===== config.mk =====
export PLATFORM = sky130hd
export DESIGN_NAME = melody_game_core
export DESIGN_NICKNAME = d
export VERILOG_FILES = /design/src/rtl/melody_game_core.sv
export SDC_FILE = /design/constraint.sdc
export NUM_CORES = 1
export LEC_CHECK = 0
export ABC_AREA = 1
export ABC_CLOCK_PERIOD_IN_PS = 2600
export CAP_MARGIN = 20
export CORE_ASPECT_RATIO = 0.9
export CORE_UTILIZATION = 51
export CTS_BUF_LIST = sky130_fd_sc_hd__clkbuf_16
export CTS_CLUSTER_SIZE = 14
export DETAILED_ROUTE_END_ITERATION = 16
export PLACE_DENSITY = 0.74
export SLEW_MARGIN = 10
export SYNTH_ARGS = -nofsm -noshare
export SYNTH_HDL_FRONTEND = slang
export SYNTH_SLANG_ARGS = --single-unit

===== constraint.sdc =====
create_clock -name clk -period 2.6 [get_ports clk]
set_input_delay 0.26 -clock clk [delete_from_list [all_inputs] [get_ports clk]]
set_output_delay 0.26 -clock clk [all_outputs]
set_load 0.01 [all_outputs]

===== src/rtl/melody_game_core.sv =====
// melody_game_core: melody-memory game engine. Plays a growing melody prefix,
// then checks the player's keypad echo in forward or reverse order.
module melody_game_core #(
  parameter int unsigned NOTES     = 8,
  parameter int unsigned NOTE_W    = 3,
  parameter int unsigned TICK_DIV  = 5_000_000,
  parameter int unsigned START_LEN = 2,
  parameter int unsigned LIVES     = 3,
  localparam int unsigned LW = $clog2(NOTES + 1),
  localparam int unsigned HW = $clog2(LIVES + 1)
) (
  input  logic                    clk,
  input  logic                    reset,
  input  logic                    load,
  input  logic [NOTES*NOTE_W-1:0] melody_in,
  input  logic                    start,
  input  logic                    reverse,
  input  logic                    key_valid,
  input  logic [NOTE_W-1:0]       key_note,
  output logic [NOTE_W-1:0]       tone_out,
  output logic [NOTE_W-1:0]       led_out,
  output logic                    playing,
  output logic                    awaiting_input,
  output logic [LW-1:0]           level,
  output logic [HW-1:0]           lives_left,
  output logic                    hit,
  output logic                    miss,
  output logic                    game_won,
  output logic                    game_over
);

  localparam int unsigned PW = $clog2(NOTES);
  localparam int unsigned DW = $clog2(TICK_DIV);

  typedef enum logic [2:0] {
    IDLE, PLAY_ON, PLAY_OFF, LISTEN, ECHO, WON, LOST
  } state_t;

  state_t                    state_q, state_d;
  logic [NOTES*NOTE_W-1:0]   melody_q, melody_d;
  logic                      loaded_q, loaded_d;
  logic [LW-1:0]             level_q, level_d;
  logic [HW-1:0]             lives_q, lives_d;
  logic [PW-1:0]             ptr_q, ptr_d;
  logic [PW-1:0]             aptr_q, aptr_d;
  logic                      rev_q, rev_d;
  logic [DW-1:0]             div_q, div_d;
  logic                      beat_q, beat_d;
  logic [NOTE_W-1:0]         key_q, key_d;
  logic                      match_q, match_d;
  logic                      hit_q, hit_d;
  logic                      miss_q, miss_d;
  logic                      won_q, won_d;
  logic                      over_q, over_d;
  logic                      tick;
  logic                      last_ans;
  logic [NOTE_W-1:0]         note_mem [NOTES];

  // Unpack the captured melody into an indexable note table.
  always_comb begin
    for (int unsigned i = 0; i < NOTES; i++) begin
      note_mem[i] = melody_q[i*NOTE_W +: NOTE_W];
    end
  end

  // Next-state and datapath update for the game sequencer.
  always_comb begin
    state_d  = state_q;
    melody_d = melody_q;
    loaded_d = loaded_q;
    level_d  = level_q;
    lives_d  = lives_q;
    ptr_d    = ptr_q;
    aptr_d   = aptr_q;
    rev_d    = rev_q;
    beat_d   = beat_q;
    key_d    = key_q;
    match_d  = match_q;
    hit_d    = 1'b0;
    miss_d   = 1'b0;
    won_d    = won_q;
    over_d   = over_q;
    tick     = (div_q == DW'(TICK_DIV - 1));
    div_d    = tick ? '0 : div_q + DW'(1);
    last_ans = rev_q ? (aptr_q == '0) : (LW'(aptr_q) == level_q - LW'(1));

    unique case (state_q)
      IDLE, WON, LOST: begin
        if (load) begin
          melody_d = melody_in;
          loaded_d = 1'b1;
        end
        if (start && (loaded_q || load)) begin
          level_d = LW'(START_LEN);
          lives_d = HW'(LIVES);
          ptr_d   = '0;
          aptr_d  = '0;
          won_d   = 1'b0;
          over_d  = 1'b0;
          rev_d   = reverse;
          state_d = PLAY_ON;
        end
      end
      PLAY_ON: begin
        if (tick) begin
          if (beat_q) state_d = PLAY_OFF;
          else        beat_d  = 1'b1;
        end
      end
      PLAY_OFF: begin
        if (tick) begin
          if (!beat_q) begin
            beat_d = 1'b1;
          end else if (LW'(ptr_q) < level_q - LW'(1)) begin
            ptr_d   = ptr_q + PW'(1);
            state_d = PLAY_ON;
          end else begin
            aptr_d  = rev_q ? PW'(level_q - LW'(1)) : '0;
            state_d = LISTEN;
          end
        end
      end
      LISTEN: begin
        if (key_valid) begin
          key_d   = key_note;
          match_d = (key_note == note_mem[aptr_q]);
          hit_d   = (key_note == note_mem[aptr_q]);
          miss_d  = (key_note != note_mem[aptr_q]);
          state_d = ECHO;
        end
      end
      ECHO: begin
        if (tick) begin
          if (match_q) begin
            if (!last_ans) begin
              aptr_d  = rev_q ? aptr_q - PW'(1) : aptr_q + PW'(1);
              state_d = LISTEN;
            end else if (level_q == LW'(NOTES)) begin
              won_d   = 1'b1;
              state_d = WON;
            end else begin
              level_d = level_q + LW'(1);
              ptr_d   = '0;
              state_d = PLAY_ON;
            end
          end else if (lives_q > HW'(1)) begin
            lives_d = lives_q - HW'(1);
            ptr_d   = '0;
            state_d = PLAY_ON;
          end else begin
            lives_d = '0;
            over_d  = 1'b1;
            state_d = LOST;
          end
        end
      end
      default: state_d = IDLE;
    endcase

    // Every phase starts with a fresh prescaler so phase lengths are exact.
    if (state_d != state_q) begin
      div_d  = '0;
      beat_d = 1'b0;
    end
  end

  // State and datapath registers with synchronous reset.
  always_ff @(posedge clk) begin
    if (reset) begin
      state_q  <= IDLE;
      melody_q <= '0;
      loaded_q <= 1'b0;
      level_q  <= '0;
      lives_q  <= '0;
      ptr_q    <= '0;
      aptr_q   <= '0;
      rev_q    <= 1'b0;
      div_q    <= '0;
      beat_q   <= 1'b0;
      key_q    <= '0;
      match_q  <= 1'b0;
      hit_q    <= 1'b0;
      miss_q   <= 1'b0;
      won_q    <= 1'b0;
      over_q   <= 1'b0;
    end else begin
      state_q  <= state_d;
      melody_q <= melody_d;
      loaded_q <= loaded_d;
      level_q  <= level_d;
      lives_q  <= lives_d;
      ptr_q    <= ptr_d;
      aptr_q   <= aptr_d;
      rev_q    <= rev_d;
      div_q    <= div_d;
      beat_q   <= beat_d;
      key_q    <= key_d;
      match_q  <= match_d;
      hit_q    <= hit_d;
      miss_q   <= miss_d;
      won_q    <= won_d;
      over_q   <= over_d;
    end
  end

  // Piezo drive: melody note while playing, player's key while echoing.
  always_comb begin
    tone_out = '0;
    if (state_q == PLAY_ON)   tone_out = note_mem[ptr_q];
    else if (state_q == ECHO) tone_out = key_q;
  end

  assign led_out        = tone_out;
  assign playing        = (state_q == PLAY_ON) || (state_q == PLAY_OFF);
  assign awaiting_input = (state_q == LISTEN);
  assign level          = level_q;
  assign lives_left     = lives_q;
  assign hit            = hit_q;
  assign miss           = miss_q;
  assign game_won       = won_q;
  assign game_over      = over_q;

endmodule


* After elaboration in Yosys (flattened, before gate mapping)
Cells that the tools add are included.
Cells by class: muxes and demuxes 62, reductions and logical operators 22, equal/unequal tests 28, bitwise logic cells 4, order comparisons 4, add/sub/neg operators 7
Operators by type and width (count):
- $mux W3 | 34
- $ne A2 B2 Y1 const B | 13
- $add A23 B1 Y23 const B | 1
- $eq A23 B23 Y1 const B | 1
- $mux W4 | 5
- $bmux W3 S3 | 2
- $pmux W3 S3 | 2
- $pmux W3 S5 | 1
- $reduce_and A6 Y1 | 2
- $mux W2 | 5
- $eq A3 B3 Y1 const B | 3
- $mux W1 | 9
- $ne A3 B3 Y1 const B | 3
- $reduce_and A9 Y1 | 1
- $reduce_or A3 Y1 | 3
- $ge A4 B4 Y1 const B | 2
- $not A3 Y4 | 2
- $pmux W4 S2 | 1
- $reduce_and A2 Y1 | 4
- $reduce_and A8 Y1 | 1
- $add A3 B1 Y3 const B | 2
- $eq A3 B2 Y1 const B | 2
- $logic_not A3 Y1 | 2
- $ne A3 B3 Y1 | 2
- 20 further kinds | 24
Word-level totals: bits of input ports 33, register bits after elaboration 73, logic and storage cells 143

* Logic depth before layout (Yosys ltp)
Gate-level depths: netlist (run 1).
depth in word-level cells 9, gate-level depth with buffers 17, depth with buffers taken out 16

* Least setup slack after synthesis (run 1)
No wires, ideal clock.
path type flip-flop to flip-flop, start point register level_q[0] (netlist: level[0]), end point register div_q[5], data arrival time 2183 ps, setup slack 296 ps, stages on the path, launching flop included 17, clock period less this slack 2304 ps, buffers on the path 1, cell sequence dfxtp_1 inv_2 ha_1 ha_1 o21ai_0 nand2_1 nand2_1 nand2_1 nand3_1 nand2_1 nand2_1 nand4_1 nand2_1 nand2_1 nand3_4 buf_12 nor2_4
Between the ends: longest elaborated chain between the ends 9, elaborated cells on any way between the ends 15
RTL lines:
- start: declaration | RTL line 42 | logic [LW-1:0] level_q, level_d;
- start signal: assignment | RTL line 190 | level_q <= level_d;
- branches (longest 6 deep; another with $sub A4 B1 Y4)
- $pmux W3 S5 (*) | RTL line 87 | unique case (state_q)
- $ne A3 B3 Y1 (*) | RTL line 161 | if (state_d != state_q) begin
- $reduce_or A3 Y1 (no source line) (*)
- end signal: assignment | RTL line 195 | div_q <= div_d;
- end: declaration | RTL line 47 | logic [DW-1:0] div_q, div_d;
Every way passes the cells marked *. A chain may end at the register's enable or synchronous reset.

* Final worst setup path (run 1)
start point register state_q[1], end point output playing
Between the ends: longest elaborated chain between the ends 2, elaborated cells on any way between the ends 3
RTL lines:
- start: declaration | RTL line 39 | state_t state_q, state_d;
- start signal: assignment | RTL line 187 | state_q <= state_d;
- $eq A3 B1 Y1 / $eq A3 B2 Y1 (equally long branches) | RTL line 214 | assign playing = (state_q == PLAY_ON) || (state_q == PLAY_OFF);
- $logic_or A1 B1 Y1 (*) | RTL line 214
- end: declaration | RTL line 22 | output logic playing,
Every way passes the cells marked *; elsewhere a longest branch is shown, timed or not.

==> results.txt, run 1 <==
- Dividing the final minimum period by the clock period gives 0.968.
- FF+latch count, synth: 73
* Clock network power share: 0.412
- Number of unique standard cell types used by synthesis: 39
- Number of warning messages in the yosys log: 0
* CTS tree: yes
- The worst setup path is captured at a primary output.
- Sequential share of power: 0.392
- In the synthesized netlist, the number of instances is 597.
- Number of vias per cell after detailed routing: 5.43
- The slowest stage of the critical path is the clkdlybuf4s50_1 cell.
- In the final routed layout, each cell accounts on average for 13.9 µm.
* Number of iterations in the first detailed-routing pass: 5
- Post-Layout Cell Count: 756
- The floorplan step set the die width to 98.8 µm.
- In this run the power density over the cells is 601 nW/µm².
* Count of clock tree sinks: 73
* Number of nets in the layout: 694
- Run status: completed
- Net Sw Frac: 0.283
- The finished cells cover 5260 µm².
- Cell chosen for the clock root: clkbuf_16
* Count of unresolved DRC violations after routing: 0
- Standby leakage power: 2.04 nW
- RSZ-0062 raised after global routing: false
* Area of the die: 8800 µm²
- The synthesized design contains 0 enable-type register cells.
* Reported net switching power: 0.896 mW
- The initialized floorplan defines 31 standard-cell rows.
- In this run the worst path has a maximum fanout of 7.
- Wire length on met2: 4.71 mm
* Proportion of layout cells with a drive suffix above 1: 0.145
- Once placement completed, the tool counted placed cells totaling 738.
* Maximum number of pins on one net before global-route repair: 38
- Core box area: 8110 µm²
- Global-route wire length before repair: 16.9 mm
- Number of clock buffers inserted by TritonCTS: 9
* Fin Clk Skew: 5.77 ps
- Met3 wire length: 731 µm
* Final setup fails: 0
- Share of the yosys chip area belonging to registers: 0.340
* Dominant cell type by count on the critical path: nand2_1
- In the final routing, the length of wire on met1 measures 4.87 mm.
- Latest clock arrival within the worst-skew pair: 340 ps
* Final standard cell utilization of the core: 0.649
- Combined area of all synthesized cells: 4300 µm²
- Across all hold checks on the routed design, the worst slack comes to 447 ps.
- Headroom to the max-slew limit came out at 0.675.
- The first routing iteration left 279 violations.
* Clock transition at the register clock pins on the worst setup and hold paths after CTS: 60 ps
- Number of global-route vias before repair: 3651
- Total count of hold-check failures in the final report: 0
- Post-synth ARST share: 0
- Max_cap viols: 0
* Detailed Place HPWL: 7.73 mm
- After clock tree synthesis, the flow added hold-fix buffers numbering 0.
- The highest layer touched by signal routing is met4.
* Period minus WS final: 2520 ps
* Number of input and output port buffers inserted: 50
- Combinational fraction of design power: 0.196
* Starting utilization of the core area: 0.530
* Total GRT Usage: 0.246
* Arrival time worst endpoint: 2260 ps
- The final count of pins violating max slew was 0.
- Counting every net in the synthesized netlist gives 638.
* Cell Area, Placed: 4930 µm²
- STA puts the critical path data required time at 2340 ps.
* Actual slew at the worst max-slew pin: 485 ps
* Maximum root-to-sink buffer count: 2
* Worst min-delay path category: reg2reg
- The most used flip-flop cell after synthesis is dfxtp_1.
* Antenna diode instance count: 0
* Top post-synthesis cells by area: dfxtp_1 34%, nand2_1 8.6%, a21oi_1 8.0%
- After routing, the total negative slack on setup checks comes to 0 ps.
- After detailed routing, the total wire length is 10.5 mm.
- Achievable Freq: 0.398 GHz
* Area growth, synth to finish: 22.5%
- STA classifies the critical path startpoint as a flop.
* Global placement routability congestion: 0.882
* Average cell area after synthesis: 7.20 µm²
- After global routing the overflow that remains totals 0.
- The initial antenna violation count was 0.
* Internal: 2.27 mW
- The H-tree generated during clock tree synthesis spans 3 levels.
- The final route contains 4106 vias.
- Highest cell delay on the worst timing path: 540 ps
* Share of the synthesized area in the top cell type: 0.340
- Measured along the y axis, the die boundary spans 89.1 µm.
* Maximum ir drop on the vdd rail: 0.338 mV
* Number of top-level pins: 51
- Post-route ant nets: 0
* Crit Path Category: reg2out
* # fillers: 701
* Yosys top cell by area: dfxtp_1
- Worst path cell trace: nand2_1, nor2_1, inv_1, nand2_1, clkdlybuf4s50_1
-- registers in the layout (all words and copies together) (netlist names), 2 cells and up --
| name | flops |
|---|---|
| ptr_q | 3 |
| level | 4 |
| melody_q | 24 |
| div_q | 23 |
| state_q | 3 |
| key_q | 3 |
| lives_left | 2 |
| aptr_q | 3 |
-- what timing repair did --
item	4_1_cts	5_1_grt
resized for setup	0	4
setup buffers	0	2
setup endpoints to repair	0	25
-- logic make-up after synthesis --
group,count (synthesis),synth area share
and+or+nand+nor,247,0.310
AOI/OAI and AO/OA,139,0.171
buffers and inverters,105,0.103
DFF,73,0.340
xor gates and xnor gates,25,0.0509
adders and majority gates,8,0.0250
-- layer usage --
metal  vias up  GRT usage
met3        25     0.0563
met2       174      0.392
li1       2063          -
met1      1844      0.329
met4         0     0.0909
met5         -          0
-- synthesized netlist by cell type, types with 7 or more instances --
cell type  instances
nand2_1           99
dfxtp_1           73
a21oi_1           69
inv_1             61
o21ai_0           52
nand3_1           47
nor2_1            39
nor2_4            24
inv_2             19
xor2_1            17
clkbuf_1          14
nand4_1           12
xnor2_1            8
ha_1               7
nor3_1             7
-- power by group through the flow --
stage                     Combinational (mW)  Clock [mW]  Sequential [mW]
after floorplan                        0.410           0             1.25
after global placement                 0.588           0             1.26
after detailed placement               0.601           0             1.26
after CTS                              0.606        1.32             1.24
after global routing                   0.685        1.38             1.25
final                                  0.621        1.30             1.24
-- worst paths after layout --
path | startpoint | end | slack [ps] | cells past startpoint
worst max register to register | level[0] | div_q[1] | 210 | 16
worst min register to register | key_q[0] | key_q[0] | 450 | 2
worst min-delay path | key_q[0] | key_q[0] | 450 | 2
worst max-delay path | state_q[1] | playing | 80 | 5
-- cells in the final DEF, fill, tap and decap left out, drive strengths merged, types with 3 or more instances in the layout --
cell type      count
dfxtp             73
clkbuf             9
clkinvlp           3
inv               79
nor3               9
a21oi             70
nand4             12
clkinv             5
o211ai             5
clkdlybuf4s50     50
o21ai             56
nand2            106
nor2              67
xnor2              8
xor2              17
buf               17
nand3             51
ha                 7
-- through the flow --
stage          worst slack (ps)  power (mW)
4_1_cts                    93.5        3.16
2_1_floorplan               296        1.66
3_5_place_dp                144        1.86
3_3_place_gp                228        1.85
6_report                   84.4        3.16
5_1_grt                    2.22        3.31
-- cell type report --
cell class	instances	area, µm²	share of cell area
timing repair buffer	67	653	0.124
multi-input combinational	419	2390	0.455
clock inverter	6	83.8	0.0159
inverter	82	312	0.0592
tap	99	124	0.0235
sequential	73	1460	0.278
timing repair inverter	1	7.51	0.00143
clock buffer	9	225	0.0428
-- critical path, delay by kind of cell, from the launching register on --
kind | cells | cell delay [ps]
buf+inv | 2 | 720
flops | 1 | 530
simple gates | 3 | 670
Power figures use the tool's default switching activity.
==> run 2, diff against run 1 <==
--- a/config.mk
+++ b/config.mk
@@ -9,6 +9,7 @@
 export ABC_CLOCK_PERIOD_IN_PS = 2600
 export CAP_MARGIN = 20
 export CORE_ASPECT_RATIO = 0.9
+export CORE_MARGIN = 4
 export CORE_UTILIZATION = 51
 export CTS_BUF_LIST = sky130_fd_sc_hd__clkbuf_16
 export CTS_CLUSTER_SIZE = 14
==> run 2 against run 1 <==
Maximum frequency rose by 3.7%. Core utilization fell by 1.4 points. Clock power fell by 18%. Critical endpoint is now led_out[0]. Global-route usage fell by 3.4 points. Largest power group is now registers. Highest routed layer unchanged.
==> results.txt, run 2 (synthesis results as in run 1) <==
- Count of unresolved DRC violations after routing: 0 (unchanged)
- The routed length per placed instance came to 14.1 µm (+1.2%).
- Count of hold buffers inserted by post-cts repair: 0 (unchanged)
* Net Sw Frac: 0.296 (+0.0129)
* Number of top-level pins: 51 (unchanged)
- The worst setup path is captured at a primary output.
- Number of global-route vias before repair: 3730 (+2.2%)
* Crit Path Category: reg2out
- The total placed cells including tap cells is 735 (-0.41%).
- Post-route ant nets: 0 (unchanged)
- Arrival time worst endpoint: 2170 ps (-90 ps)
- The initial core utilization came to 0.528 (-0.00252).
* H-tree depth reported by CTS: 3 (unchanged)
* Global-route wire length before repair: 17.1 mm (+1.1%)
- Reported net switching power: 0.867 mW (-3.3%)
- The overall die area came to 9960 µm² (+13%).
* Count of cells along the worst hold path: 2 (unchanged)
- The share of total power in combinational logic came to 0.210 (+0.014).
- Number of vias per cell after detailed routing: 5.38 (-1.0%)
* Maximum number of pins on one net before global-route repair: 38 (unchanged)
- STA classifies the critical path startpoint as a flop.
- Actual slew at the worst max-slew pin: 372 ps (-113 ps)
- The die span in y came to 95.1 µm (+6.7%).
- The internal power of the cells came to 2.06 mW (-9.1%).
- Row Count: 31 (unchanged)
- Clock transition at the register clock pins on the worst setup and hold paths after CTS: 60 ps (about the same)
- The highest attainable clock frequency was 0.412 GHz (+3.7%).
- Counting stages on the worst path, the most repeated cell is o21ai_0.
- Total GRT Usage: 0.212 (-0.0340)
- The die extent in x was 105 µm (+6.1%).
- Number of clock buffers inserted by TritonCTS: 9 (unchanged)
- Antenna violations before repair: 0 (unchanged)
- FF-to-FF path depth: 16 (unchanged)
- Area growth, synth to finish: 20.5%
- Via total after detailed routing: 4038 (-1.7%)
* Clock network power share: 0.366 (-0.046)
* Slew HR: 0.752 (+0.0765)
- The critical-path maximum fanout came to 10 (+3).
- Cell chosen for the clock root: clkbuf_16
* Global placement routability congestion: 0.932 (+5.6%)
- The library cell used most frequently in the layout, excluding fill and tap cells, is nand2_1.
- The iteration count of the initial detailed-routing pass came to 5 (unchanged).
* Hold endpoint: key_q[0]
- Worst Hold Launch: key_q[0]
* Antenna diode instance count: 0 (unchanged)
* Critical-path top delay cell: clkdlybuf4s50_1
- CTS tree: yes
* Total count of hold-check failures in the final report: 0 (unchanged)
- Standby leakage power: 2.01 nW (-1.4%)
- Post-Layout Cell Count: 751 (-0.66%)
- The placeable core region was 8150 µm² (+0.48%).
* Count of final max-slew check failures: 0 (unchanged)
- Final total negative setup slack: 0 ps (unchanged)
- The endpoint identified for the worst register-to-register timing path is div_q[13].
* Highest cell delay on the worst timing path: 600 ps (+60 ps)
- Largest register FFs: 24 (unchanged)
- Detailed Place HPWL: 7.91 mm (+2.3%)
* RSZ-0062 raised after global routing: false
- Routed wire length: 10.6 mm (+0.58%)
- Fin Clk Skew: 5.27 ps (-0.506 ps)
- Period minus WS final: 2430 ps (-89.3 ps)
- Gr ovfl total: 0 (unchanged)
- Proportion of layout cells with a drive suffix above 1: 0.133 (-0.0112)
* Worst path cell trace: inv_1, a21oi_1, o21ai_0, nand3_1, o211ai_1, o21ai_0, clkdlybuf4s50_1
* Worst reg-to-reg setup slack: 240 ps (+30 ps)
- Power per unit of standard cell area: 565 nW/µm² (-6.0%)
- The flow ran to the end, and the final reports show no timing, DRC or antenna violations.
* Critical path data required time: 2340 ps (about the same)
- Final setup fails: 0 (unchanged)
* Critical register-to-register path startpoint: level[0]
- Ranked by flip-flop count, first place goes to melody_q.
* Max_cap viols: 0 (unchanged)
- The path class of the tightest hold or removal check is reg2reg.
- The violation count after the first detailed-routing iteration is 215 (-23%).
* Maximum root-to-sink buffer count: 2 (unchanged)
- The number of clock sinks is 73 (unchanged).
- Commonest non-fill, non-tap cells in the layout: 99 x nand2_1, 72 x dfxtp_1, 69 x a21oi_1
* Sequential share of power: 0.424 (+0.032)
- Number of input and output port buffers inserted: 50 (unchanged)
- Maximum ir drop on the vdd rail: 0.345 mV (+2.0%)
- The clock latency on the worst-skew pair was 330 ps (about the same).
- The net count reported at finish came to 689 (-0.72%).
* Share of the clock period used by the worst path after layout: 0.933 (-0.0344)
[run 2: how the worst max path moves through the flow]
stage | from | cells after the start | end | slack (ps)
floorplan | level[0] | 16 | div_q[5] | 300
global placement | level[0] | 16 | div_q[22] | 290
detailed placement | level[0] | 16 | div_q[22] | 240
CTS | ptr_q[1] | 7 | led_out[0] | 30
global route | level[0] | 16 | div_q[13] | 40
finish | ptr_q[1] | 7 | led_out[0] | 170
[run 2: per-layer routing]
layer | track usage | vias to the layer above | wire length [µm]
li1 | - | 2065 | -
met1 | 0.273 | 1807 | 4700
met2 | 0.355 | 148 | 4970
met3 | 0.0487 | 18 | 757
met4 | 0.0699 | 0 | 159
met5 | 0 | - | 0
[run 2: what timing repair did]
item                                    in CTS  in global routing
setup buffers                                0                  0
resized for setup                            0                  2
endpoints found under the setup margin       0                  9
[run 2: power groups by stage]
stage               combinational [mW]  clock [mW]  sequential [mW]
CTS                              0.592        1.09             1.24
detailed placement               0.588           0             1.26
finish                           0.614        1.07             1.24
floorplan                        0.410           0             1.25
global route                     0.674        1.15             1.25
global placement                 0.577           0             1.26
[run 2: through the flow]
step / worst slack, ps / instance area, µm² / power (mW) / util / hold WS, ps
floorplan: 296 / 4300 / 1.66 / - / 415
global placement: 293 / 4890 / 1.84 / 0.600 / 427
detailed placement: 235 / 4890 / 1.85 / 0.600 / 438
CTS: 33.1 / 5140 / 2.92 / 0.632 / 446
global route: 39.3 / 5180 / 3.07 / 0.636 / 460
finish: 174 / 5180 / 2.92 / 0.636 / 443
[run 2: area by class of cell]
type / count / area [µm²]
fillers: 745 / 2970
clock buffers: 9 / 225
flip-flops and latches: 73 / 1460
repair buffers: 63 / 636
well taps: 99 / 124
clock inverters: 6 / 28.8
inverters: 82 / 308
multi-input cells: 419 / 2390
[run 2: worst max-delay path, delay by kind of cell, from the launching register on]
| family | cells | cell delay [ps] |
|---|---|---|
| flip-flops | 1 | 450 |
| buffers and inverters | 2 | 760 |
| AO/OA/AOI/OAI | 4 | 530 |
| AND/OR/NAND/NOR | 1 | 90 |
